File: src/rtl/payload_char_feeder_if.sv
// AXI4-Stream payload bundle between the packet source and the character feeder.
interface payload_char_feeder_if #(
    parameter int DATA_WIDTH = 64
);
    logic [DATA_WIDTH-1:0]   tdata;
    logic [DATA_WIDTH/8-1:0] tkeep;
    logic                    tvalid;
    logic                    tready;
    logic                    tlast;

    modport master (output tdata, tkeep, tvalid, tlast, input tready);
    modport slave  (input tdata, tkeep, tvalid, tlast, output tready);
endinterface

File: src/rtl/payload_char_feeder.sv
// Serialises a packet stream into one registered character per cycle, framed by
// a start-of-data clear pulse and an end-of-data sample strobe.
module payload_char_feeder #(
    parameter int DATA_WIDTH = 64,
    parameter int HDR_BYTES  = 0
) (
    input  logic                  clk,
    input  logic                  reset,
    payload_char_feeder_if.slave  s_axis,
    input  logic                  hold_i,
    output logic                  sod_o,
    output logic                  en_o,
    output logic [7:0]            char_byte_o,
    output logic [255:0]          char_onehot_o,
    output logic                  eod_o,
    output logic [15:0]           byte_pos_o
);
    localparam int LANES = DATA_WIDTH / 8;

    typedef enum logic [1:0] {IDLE, SOD, SHIFT, EOD} state_e;

    state_e                state_q, state_d;
    logic [DATA_WIDTH-1:0] word_q, word_d;
    logic [LANES-1:0]      keep_q, keep_d;
    logic                  last_q, last_d;
    logic [15:0]           pcnt_q, pcnt_d;
    logic                  sod_q, sod_d;
    logic                  en_q, en_d;
    logic                  eod_q, eod_d;
    logic [7:0]            char_q, char_d;
    logic [255:0]          onehot_q, onehot_d;
    logic [15:0]           pos_q, pos_d;

    logic [LANES-1:0]      keep_nxt;
    logic                  word_end;
    logic [16:0]           rel;
    logic                  rdy;

    // The held word shifts down one lane per byte, so lane 0 is always the next
    // character and a zero in lane 1 marks the final byte of the word.
    assign keep_nxt = keep_q >> 1;
    assign word_end = ~keep_nxt[0];
    assign rel      = {1'b0, pcnt_q} - 17'(HDR_BYTES);

    always_comb begin
        state_d  = state_q;
        word_d   = word_q;
        keep_d   = keep_q;
        last_d   = last_q;
        pcnt_d   = pcnt_q;
        sod_d    = 1'b0;
        en_d     = 1'b0;
        eod_d    = 1'b0;
        char_d   = char_q;
        onehot_d = '0;
        pos_d    = pos_q;
        rdy      = 1'b0;

        case (state_q)
            IDLE: rdy = 1'b1;
            SOD, SHIFT: begin
                state_d = SHIFT;
                if (!hold_i) begin
                    if (keep_q[0]) begin
                        char_d = word_q[7:0];
                        pcnt_d = (pcnt_q == 16'hFFFF) ? pcnt_q : pcnt_q + 16'd1;
                        if (!rel[16]) begin
                            en_d     = 1'b1;
                            pos_d    = rel[15:0];
                            onehot_d = 256'd1 << word_q[7:0];
                        end
                        word_d = word_q >> 8;
                        keep_d = word_end ? '0 : keep_nxt;
                        rdy    = word_end & ~last_q;
                    end else if (last_q) begin
                        state_d = EOD;
                        eod_d   = 1'b1;
                    end else begin
                        rdy = 1'b1;
                    end
                end
            end
            EOD: state_d = IDLE;
        endcase

        if (rdy && s_axis.tvalid) begin
            word_d = s_axis.tdata;
            keep_d = s_axis.tkeep;
            last_d = s_axis.tlast;
            if (state_q == IDLE) begin
                state_d = SOD;
                sod_d   = 1'b1;
                pcnt_d  = '0;
            end
        end
    end

    always_ff @(posedge clk) begin
        if (reset) begin
            state_q  <= IDLE;
            word_q   <= '0;
            keep_q   <= '0;
            last_q   <= 1'b0;
            pcnt_q   <= '0;
            sod_q    <= 1'b0;
            en_q     <= 1'b0;
            eod_q    <= 1'b0;
            char_q   <= '0;
            onehot_q <= '0;
            pos_q    <= '0;
        end else begin
            state_q  <= state_d;
            word_q   <= word_d;
            keep_q   <= keep_d;
            last_q   <= last_d;
            pcnt_q   <= pcnt_d;
            sod_q    <= sod_d;
            en_q     <= en_d;
            eod_q    <= eod_d;
            char_q   <= char_d;
            onehot_q <= onehot_d;
            pos_q    <= pos_d;
        end
    end

    assign s_axis.tready = rdy & ~reset;
    assign sod_o         = sod_q;
    assign en_o          = en_q;
    assign eod_o         = eod_q;
    assign char_byte_o   = char_q;
    assign char_onehot_o = onehot_q;
    assign byte_pos_o    = pos_q;
endmodule

File: src/flat_wrapper.sv
// flat-port wrapper written by rule: the top's interface ports become plain ports
module payload_char_feeder_flat 
#(
    parameter int DATA_WIDTH = 64,
    parameter int HDR_BYTES  = 0
)
  (clk, reset, hold_i, sod_o, en_o, char_byte_o, char_onehot_o, eod_o, byte_pos_o, s_axis_tdata, s_axis_tkeep, s_axis_tvalid, s_axis_tlast, s_axis_tready);
  payload_char_feeder_if #(.DATA_WIDTH(DATA_WIDTH)) s_axis_i ();
  input  logic clk;
  input  logic reset;
  input  logic hold_i;
  output logic sod_o;
  output logic en_o;
  output logic [7:0] char_byte_o;
  output logic [255:0] char_onehot_o;
  output logic eod_o;
  output logic [15:0] byte_pos_o;
  input wire logic [$bits(s_axis_i.tdata)-1:0] s_axis_tdata;
  input wire logic [$bits(s_axis_i.tkeep)-1:0] s_axis_tkeep;
  input wire logic [$bits(s_axis_i.tvalid)-1:0] s_axis_tvalid;
  input wire logic [$bits(s_axis_i.tlast)-1:0] s_axis_tlast;
  output wire logic [$bits(s_axis_i.tready)-1:0] s_axis_tready;
  assign s_axis_i.tdata = s_axis_tdata;
  assign s_axis_i.tkeep = s_axis_tkeep;
  assign s_axis_i.tvalid = s_axis_tvalid;
  assign s_axis_i.tlast = s_axis_tlast;
  assign s_axis_tready = s_axis_i.tready;
  payload_char_feeder #(.DATA_WIDTH(DATA_WIDTH), .HDR_BYTES(HDR_BYTES)) u_core (.clk(clk), .reset(reset), .s_axis(s_axis_i), .hold_i(hold_i), .sod_o(sod_o), .en_o(en_o), .char_byte_o(char_byte_o), .char_onehot_o(char_onehot_o), .eod_o(eod_o), .byte_pos_o(byte_pos_o));
endmodule
File: config.mk
export PLATFORM = sky130hd
export DESIGN_NAME = payload_char_feeder_flat
export DESIGN_NICKNAME = d
export VERILOG_FILES = /design/src/rtl/payload_char_feeder_if.sv /design/src/rtl/payload_char_feeder.sv /design/src/flat_wrapper.sv
export SDC_FILE = /design/constraint.sdc
export NUM_CORES = 1
export LEC_CHECK = 0
export ABC_AREA = 0
export BUFFER_PORTS_ARGS = -buffer_cell sky130_fd_sc_hd__buf_2
export CAP_MARGIN = 30
export CORE_ASPECT_RATIO = 1.25
export CORE_MARGIN = 2
export CORE_UTILIZATION = 45
export CTS_CLUSTER_SIZE = 16
export DETAILED_ROUTE_END_ITERATION = 10
export PLACE_DENSITY_LB_ADDON = 0.05
export SYNTH_ARGS = -nofsm -noshare
export SYNTH_HDL_FRONTEND = slang
export SYNTH_SLANG_ARGS = --single-unit
File: constraint.sdc
create_clock -name clk -period 3.1 [get_ports clk]
set_input_delay 0.31 -clock clk [delete_from_list [all_inputs] [get_ports clk]]
set_output_delay 0.31 -clock clk [all_outputs]
set_load 0.02 [all_outputs]
# == Word level (Yosys, flattened, before mapping) ==
# Index checks and enable logic that the tools add are counted.
# classes
n_mux,28
bitwise_logic,9
n_eq_ne,5
n_shift,1
n_reduce_logical,12
add_sub_neg,1
# ops
operator,n
64-bit two-way mux,4
"1-bit by 8-bit left shift with 256-bit output, first input constant",1
16-bit two-way mux,6
8-bit two-way mux,4
"16-bit by 1-bit adder with 16-bit output, second input constant",1
"16-bit == test, second input constant",1
2-bit two-way mux,4
4-bit OR reduction,2
1-bit two-way mux,7
7-bit two-way mux,1
1-bit NOT,7
3-bit AND reduction,2
"2-bit == test, second input constant",2
2-bit case mux with 2 select lines,1
2-bit nonzero test,2
2-bit OR reduction,2
3-bit OR reduction,1
1-bit AND,2
"2-bit by 1-bit == test with 1-bit output, second input constant",1
2-bit zero test,1
"2-bit by 1-bit inequality test with 1-bit output, second input constant",1
1-bit case mux with 2 select lines,1
2-bit AND reduction,1
1-bit logical AND,1
# word_totals
output_inout_bits,284
register_bits,374
word_cells,68
input_bits,77

# == Depth between registers and ports, before layout ==
# Gate-level depths: netlist of run 1.
# logic_depth
ltp_word,8
depth_mapped,8
ltp_nobuf,6

# == Worst setup path before layout of run 1 ==
# No wires, ideal clock.
# synth_path
path_kind,reg2out
start,register u_core.state_q[0]
end,output port s_axis_tready
n_path_buf,2
setup_slack_ns,0.827
arrival_time_ns,1.963
stages_incl_launch_ff,8
required_time_ns,2.790
cell_sequence,dfxtp_1 inv_1 ha_1 nor3b_1 a21oi_1 buf_2 buf_2 nor3_1
# synth_via
elab_chain_cells,4
# synth_lines
element,line_no,text
from (decl),payload_char_feeder.sv:22,"state_e state_q, state_d;"
from (signal assigned),payload_char_feeder.sv:112,state_q <= state_d;
2-bit by 1-bit == test with 1-bit output or 2-bit == test (tied branches),payload_char_feeder.sv:59,case (state_q)
2-bit OR reduction,payload_char_feeder.sv:59,
1-bit case mux with 2 select lines (*),payload_char_feeder.sv:59,
1-bit AND (*),payload_char_feeder.sv:126,assign s_axis.tready = rdy & ~reset;
to (decl),flat_wrapper.sv:22,output wire logic [$bits(s_axis_i.tready)-1:0] s_axis_tready;
# Mark *: on every way between the ends. The rest lies on a longest branch, timed or not.

# == Worst setup path after layout of run 1 ==
# Same ends and word-level chain as after synthesis.

==> flow_summary.toml, run 1 <==
[outcome]
status = "completed"

[setup_path]
crit_type = "flop to primary output"
cp_slowest_stage_delay_ps = 480
arrival_ps = 2420
crit_required_ps = 2790
r2r-start = "u_core.state_q[0]"
crit_slowest_cell = "nor3b_1"
cp_cell_sequence = "inv_1, ha_1, nor3b_1, a21oi_4, buf_12, nor3_1, buf_2"
path_max_fanout = 68
crit_path_end_kind = "primary output"
r2r-end = "u_core.char_onehot_o[94]"
reg2reg_slack_ps = 510
rr_worst_depth = 6
start_kind = "flop"

[drt]
ant_nets = 0
wire_per_inst_um = 17.8
drcViolationCount = 0
via_per_inst = 5.11
num_vias = 10000
finalWirelength_um = 34900
drt_iter0_drc = 662
first_pass_iters = 8

[synth]
synth_compound_area_frac = 0.0899
synthAdderAreaFrac = 0.00318
async_flop_share = 0
netlist_instances = 1267
synth_edf_count = 0
avgSynthCellArea_um2 = 9.31
synthMuxAreaShare = 0
yosys.area_share.simple = 0.241
synthFlopType = "dfxtp_1"
ys_types = 52
synth-seq-area-share = 0.635
synth_fp_nets = 1347
yosysWarnings = 0
synth_top_family_by_area = "simple AND/OR/NAND/NOR gates"
synth_xor_area_frac = 0
netlist_area_um2 = 11800
synth-seq-cells = 374

[grt]
grt_max_degree = 89
grt_pass1_wl_um = 52700
antenna_found_initial = 1
grtUsageTotal = 0.244
grt_pass1_vias = 9366
overflow = 0

[sta]
fin_crit_sh = 0.880
rsz0062_at_grt = "false"
worst_hold_slack_ps = 34.3
period_minus_slack_ps = 2730
drv_slew = 0
finalHoldViolCount = 0
fin_tns_setup_ps = 0
skew_ps = 26.3
worst_slack_ps = 371
tightest_slew_ps = 971
max_freq_mhz = 366
slew_headroom = 0.352
setup_viol = 0

[die]
ioPinCount = 361
core-area_um2 = 25900
std_cell_rows = 66
die_w_um = 149
dieArea_um2 = 27500
initial_core_util = 0.455
die_h_um = 185

[cells_and_area]
design_area_um2 = 15200
stdcell_count = 1958
drive_gt1_frac = 0.277
fill_cells = 2407
layout_commonest_cell = "dfxtp_1"
diodes = 0
mostFrequentLayoutCells = "dfxtp_1, buf_2, nor2_1, nand2_1, nor3_1"
fin_util = 0.584
areaGrowthSynthToFinish_pct = 28.4
nets = 1672

[worst_hold_path]
hold_class = "input port to flop"
min_from = "s_axis_tkeep[6]"
holdPathStages = 2
hold_end = "u_core.keep_q[6]"

[clock_network]
cts_sinks = 374
cts_tree = "done"
ctsRootBufferMaster = "clkbuf_16"
ctsHoldBuffers = 0
cts_setup_buffers = 0
clk_pin_slew_worst_paths_ps = 60
clk_path_buf_depth = 3
cts_resized = 0
clock_latency_ps = 520
cts_buffers = 36
htreeDepth = 2

[job]
drv_cap = 0

[power]
p_leak_nw = 6.42
total_power_mw = 11.9
p_per_area_nw_per_um2 = 785
ir_worst_vdd_v = 0.000495

[placed_design]
place_congestion = 0.802
dp_slack_ps = 537
dpl.hpwl_um = 24500
dp_cells = 1894
io_buffers = 360
place_area_um2 = 13800
registers in the layout, indices dropped and copies added, names as in the netlist:
signal                flops
u_core.char_byte_o        8
u_core.state_q            2
u_core.byte_pos_o        16
u_core.last_q             1
u_core.pcnt_q            16
u_core.word_q            64
u_core.keep_q             8
u_core.eod_o              1
u_core.en_o               1
u_core.sod_o              1
u_core.char_onehot_o    256
critical path, delay by kind of cell, from the launching register on:
family / cells / cell delay (ps)
adders and majority gates: 1 / 350
and+or+nand+nor: 2 / 620
DFF: 1 / 360
AOI/OAI and AO/OA: 1 / 110
buffers and inverters: 3 / 460
cell families (layout without fill, tap and decap cells):
logic type               after synthesis  in the layout
flip-flops                           374            374
adder cells (fa/ha/maj)                3              3
AO/OA/AOI/OAI                        146            146
AND/OR/NAND/NOR                      651            651
buffers and inverters                 93            444
per-layer routing:
layer	wire (um)	share of wire	track usage	vias to the layer above
li1	-	-	-	4901
met4	954	0.027	0.0811	2
met3	2610	0.075	0.0576	52
met2	17700	0.51	0.445	344
met1	13600	0.39	0.281	4704
met5	7	0.00020	0	-
Yosys cell counts, drive strengths merged, types with 2 or more instances:
cell type	number	area share
nand2	225	0.072
a221o	5	0.0042
buf	23	0.0093
nor2b	9	0.0048
or2	3	0.0016
o21a	2	0.0013
o21ai	6	0.0025
nor2	258	0.082
nand3b	3	0.0019
nand2b	8	0.0042
a21oi	48	0.020
or3	7	0.0041
nand4	4	0.0021
a311oi	57	0.042
and3	2	0.0011
nor3b	4	0.0025
a21o	2	0.0013
and2	3	0.0016
o211ai	10	0.0064
nor4	3	0.0034
clkbuf	63	0.020
ha	3	0.0032
and4	3	0.0022
nor3	78	0.036
inv	7	0.0022
o221ai	2	0.0015
nand3	27	0.011
dfxtp	374	0.63
o31ai	5	0.0032
or4	5	0.0032
nor4b	5	0.0037
report_power, final:
group	total, mW	internal [mW]	switching, mW
combinational	1.70	0.533	1.17
clock	4.75	2.91	1.84
sequential	5.45	5.15	0.296
total	11.9	8.59	3.31
worst max-delay path by stage:
| stage | startpoint | depth (start not counted) | end | slack (ps) |
|---|---|---|---|---|
| 4_1_cts | u_core.state_q[0] | 7 | s_axis_tready | 320 |
| 6_report | u_core.state_q[0] | 7 | s_axis_tready | 370 |
| 2_1_floorplan | u_core.state_q[0] | 7 | s_axis_tready | 830 |
| 3_3_place_gp | u_core.state_q[0] | 6 | u_core.char_onehot_o[78] | 670 |
| 3_5_place_dp | u_core.state_q[0] | 6 | u_core.char_onehot_o[94] | 540 |
| 5_1_grt | u_core.state_q[0] | 7 | s_axis_tready | 180 |
final cells by class:
cell class / instances / area, um^2 / area share
flip-flops and latches: 374 / 7490 / 0.494
multi-input cells: 800 / 3960 / 0.261
repair buffers: 373 / 1950 / 0.129
clock buffers: 49 / 1060 / 0.0699
well taps: 340 / 425 / 0.0281
clock inverters: 15 / 244 / 0.0161
inverters: 7 / 26.3 / 0.00173
Note: power is estimated with default switching activity, not from simulation.
==> run 2, diff against run 1 <==
Settings changed: TNS_END_PERCENT set to 100.
Clock period 3.1 ns to 2.41 ns, I/O delays scaled along.
==> run 2 against run 1 <==
  * First-iteration DRC count shrank 11%
  * Hold slack lost 13 ps
  * Via count rose by 0.47%
  * Non-clock buffer count up 35
  * Critical endpoint unchanged
  * Clock power up 18%
  * Setup slack worse by 250 ps
  * Largest cell class unchanged
  * Largest power group unchanged
==> flow_summary.toml, run 2 (synthesis results as in run 1) <==
[drt]
drcViolationCount = 0
via_per_inst = 5.05
finalWirelength_um = 35100
num_vias = 10100
drt_iter0_drc = 592
ant_nets = 0
first_pass_iters = 4
wire_per_inst_um = 17.6

[placed_design]
io_buffers = 360
dpl.hpwl_um = 24600
place_area_um2 = 14000
place_congestion = 0.801

[setup_path]
start_kind = "flop"
cp.depth = 6
cp_slowest_stage_delay_ps = 360
r2r-end = "u_core.char_onehot_o[204]"
crit_type = "flop to primary output"
crit_path_end_kind = "primary output"
crit_slowest_cell = "dfxtp_1"
rr_worst_depth = 6
path_max_fanout = 6
cp_num_buf_inv = 2
crit_start = "u_core.state_q[0]"
cp_cell_sequence = "inv_1, ha_2, nor3b_4, a21oi_4, nor3_1, buf_2"
crit_required_ps = 2170
crit_family = "simple AND/OR/NAND/NOR gates"
setup.worst_path.end = "s_axis_tready"
arrival_ps = 2050
r2r-start = "u_core.state_q[0]"
reg2reg_slack_ps = 300

[cells_and_area]
fill_cells = 2344
design_area_um2 = 15400
drive_gt1_frac = 0.282
largest_reg_flops = 256
nets = 1707
areaGrowthSynthToFinish_pct = 30.3
mostFrequentLayoutCells = "dfxtp_1, buf_2, nor2_1, nand2_1, nor3_1"
layout_commonest_cell = "dfxtp_1"

[grt]
grt_max_degree = 87
grt_pass1_vias = 9419
antenna_found_initial = 3
grt_pass1_wl_um = 52400
overflow = 0
grtUsageTotal = 0.242

[clock_network]
cts_buffers = 36
cts_sinks = 374
clk_pin_slew_worst_paths_ps = 60
cts_tree = "done"
clock_latency_ps = 520
htreeDepth = 2
clk_path_buf_depth = 3
ctsRootBufferMaster = "clkbuf_16"

[die]
initial_core_util = 0.455
core-area_um2 = 25900
std_cell_rows = 66
dieArea_um2 = 27500
die_h_um = 185
die_w_um = 149
ioPinCount = 361

[sta]
setup_viol = 0
period_minus_slack_ps = 2290
rsz0062_at_grt = "false"
fin_crit_sh = 0.949
max_freq_mhz = 437
skew_ps = 18.9
tightest_slew_ps = 843
drv_slew = 0
finalHoldViolCount = 0
slew_headroom = 0.438
fin_tns_setup_ps = 0

[outcome]
status = "completed"

[power]
p_leak_nw = 6.53
ir_worst_vdd_v = 0.000508
p_per_area_nw_per_um2 = 976

[worst_hold_path]
hold_class = "input port to flop"

[job]
drv_cap = 0
[run 2: cell types whose count changed in the layout (fill, tap and decap cells not counted), moves of 2 or more]
cell / before / now
bufinv_16: 6 / 2
clkbuf_1: 2 / 6
clkinv_2: 6 / 4
dlygate4sd3_1: 0 / 14
buf_12: 4 / 6
buf_4: 10 / 29
[run 2: per-stage QoR]
step	std cells	hold slack, ps	utilization	worst slack (ps)	total power, mW
after detailed placement	1915	445	0.541	191	9.48
after global routing	1992	33.5	0.593	23.3	15.6
after CTS	1991	6.29	0.592	54.4	15.1
after floorplan	1267	381	-	206	8.58
after global placement	1915	441	0.541	225	9.46
final	1992	21.4	0.593	122	15.0
[run 2: power by group]
part,total [mW],switching (mW),internal (mW),leakage (nW)
sequential,6.98,0.347,6.63,3.03
combinational,2.43,1.60,0.823,2.92
clock,5.59,2.31,3.28,0.583
total,15.0,4.26,10.7,6.53
[run 2: worst min path at each step]
stage,startpoint,endpoint,slack [ps],cells past startpoint
finish,s_axis_tdata[58],u_core.word_q[58],20,3
global route,s_axis_tdata[58],u_core.word_q[58],30,3
CTS,s_axis_tdata[58],u_core.word_q[58],6,3
detailed placement,u_core.char_byte_o[3],u_core.char_byte_o[3],450,2
global placement,u_core.char_byte_o[0],u_core.char_byte_o[0],440,2
floorplan,s_axis_tkeep[2],u_core.keep_q[2],380,1
[run 2: worst reg2reg max path, delay by kind of cell (launching register included)]
family / cells / cell delay, ps
buf+inv: 1 / 60
flops: 1 / 360
fa+ha+maj: 1 / 360
simple gates: 4 / 1260
[run 2: timing repair]
item / 4_1_cts / 5_1_grt
hold endpoints to repair: 14 / 0
hold buffers: 14 / 0
setup endpoints to repair: 1 / 3
setup buffers: 0 / 0
resized for setup: 1 / 3
[run 2: area by class of cell]
class | instances | area [um^2] | area share
timing repair buffer | 408 | 2270 | 0.148
inverter | 7 | 26.3 | 0.00171
antenna | 1 | 2.50 | 0.000163
tap | 340 | 425 | 0.0277
multi-input combinational | 800 | 3970 | 0.258
sequential | 374 | 7490 | 0.487
clock inverter | 10 | 121 | 0.00790
clock buffer | 52 | 1060 | 0.0690
[run 2: metal layers]
layer  part of all wire  global-route usage  vias up
li1                   -                   -     4967
met1               0.39               0.275     4716
met2               0.51               0.440      305
met3              0.069              0.0611       58
met4              0.027              0.0838        4
met5            0.00068                   0        -
==> run 3, diff against run 2 <==
Settings changed: CORE_MARGIN 2 to not set, GPL_ROUTABILITY_DRIVEN set to 0.
==> run 3 against run 2 <==
  * Flip-flop and latch count stayed put
  * Non-clock buffer count is 3 lower
  * Cell count fell by 0.45%
  * Clock skew decreased by 8.9 ps
  * Critical endpoint unchanged
  * Largest cell class unchanged
  * Highest routed layer is now met4
==> flow_summary.toml, run 3 (synthesis results as in run 1) <==
[outcome]
status = "completed"

[power]
p_seq_frac = 0.464
p_int_mw = 10.8
p_per_area_nw_per_um2 = 981
power_frac_clock = 0.376
total_power_mw = 15.1
p_switching_mw = 4.27
p_leak_nw = 6.52
ir_worst_vdd_v = 0.000562
p_sw_frac = 0.284
pwr-share-comb = 0.160

[cells_and_area]
design_area_um2 = 15400
stdcell_count = 1983
layout_commonest_cell = "dfxtp_1"
mostFrequentLayoutCells = "dfxtp_1, buf_2, nor2_1, nand2_1, nor3_1"
largest_reg_flops = 256
fill_cells = 2242
areaGrowthSynthToFinish_pct = 30.1
nets = 1704
drive_gt1_frac = 0.283
seqCellArea_um2 = 7490
multi_input_area_um2 = 3990
fin_util = 0.603

[placed_design]
place_area_um2 = 14000
dpl.hpwl_um = 24800
dp_slack_ps = 149
io_buffers = 360
dp_cells = 1908

[drt]
wire_per_inst_um = 17.7
drt_iter0_drc = 506
first_pass_iters = 5
finalWirelength_um = 35200
via_per_inst = 5.07
ant_nets = 0
num_vias = 10100
drcViolationCount = 0

[grt]
grt_pass1_wl_um = 53900
busiest_layer = "met2"
grt_max_degree = 80
gr-usage-met1 = 0.299
grtUsageTotal = 0.256
overflow = 0
antenna_found_initial = 1
grt_pass1_vias = 9680
gr-usage-met3 = 0.0502
grtUsageMet2 = 0.459

[clock_network]
cts_buffers = 36
cts_sinks = 374
htreeDepth = 2
cts_tree = "done"
clock_latency_ps = 510
ctsRootBufferMaster = "clkbuf_16"
clk_path_buf_depth = 3
clk_pin_slew_worst_paths_ps = 60

[sta]
max_freq_mhz = 435
drv_slew = 0
worst_slack_ps = 112
fin_tns_setup_ps = 0
slew_headroom = 0.455
setup_viol = 0
skew_ps = 10.0
worst_hold_slack_ps = 9.66
period_minus_slack_ps = 2300
fin_crit_sh = 0.953
finalHoldViolCount = 0
rsz0062_at_grt = "false"
tightest_slew_ps = 815

[die]
die_w_um = 147
core-area_um2 = 25500
die_h_um = 183
dieArea_um2 = 26900
std_cell_rows = 65
initial_core_util = 0.463
ioPinCount = 361

[setup_path]
crit_required_ps = 2170
arrival_ps = 2060
crit_path_end_kind = "primary output"
path_max_fanout = 39
crit_type = "flop to primary output"
start_kind = "flop"

[job]
drv_cap = 0

[worst_hold_path]
hold_class = "input port to flop"
run 3: routing by layer:
layer	share of wire	wire length (um)
met3	0.064	2250
met1	0.39	13900
met2	0.51	17800
met5	0	0
met4	0.036	1280
run 3: final timing paths:
path,from,end,slack (ps),cells after the start
max reg2reg,u_core.state_q[0],u_core.char_onehot_o[238],210,7
max,u_core.state_q[0],s_axis_tready,110,7
min,s_axis_tdata[56],u_core.word_q[56],10,3
min reg2reg,u_core.byte_pos_o[8],u_core.byte_pos_o[8],450,2
run 3: timing repair:
action                                 4_1_cts  5_1_grt
setup endpoints to repair                    1        1
gates resized for setup                      3        3
pin swaps                                    0        0
endpoints found under the hold margin       12        0
hold buffers                                12        0
buffers inserted                             1        0
run 3: final cells by class:
cell class,instances,share of cell area
Clock buffer,50,0.0680
Tap cell,335,0.0273
Inverter,7,0.00171
Clock inverter,11,0.00970
Timing Repair Buffer,405,0.146
Antenna cell,1,0.000163
Sequential cell,374,0.488
Multi-Input combinational cell,800,0.260
run 3: power by group through the flow:
stage / clock network, mW / registers, mW / logic, mW
global route: 5.98 / 7.04 / 2.67
floorplan: 0 / 6.96 / 1.62
finish: 5.66 / 6.98 / 2.41
CTS: 5.74 / 6.98 / 2.42
detailed placement: 0 / 7.11 / 2.35
global placement: 0 / 7.11 / 2.32
run 3: worst max-delay path: stages, from the launching register on:
cell,delay [ps]
dfxtp_2,340
inv_1,70
ha_4,290
nor3b_4,250
a21oi_4,100
buf_12,180
nor3_2,140
buf_4,170
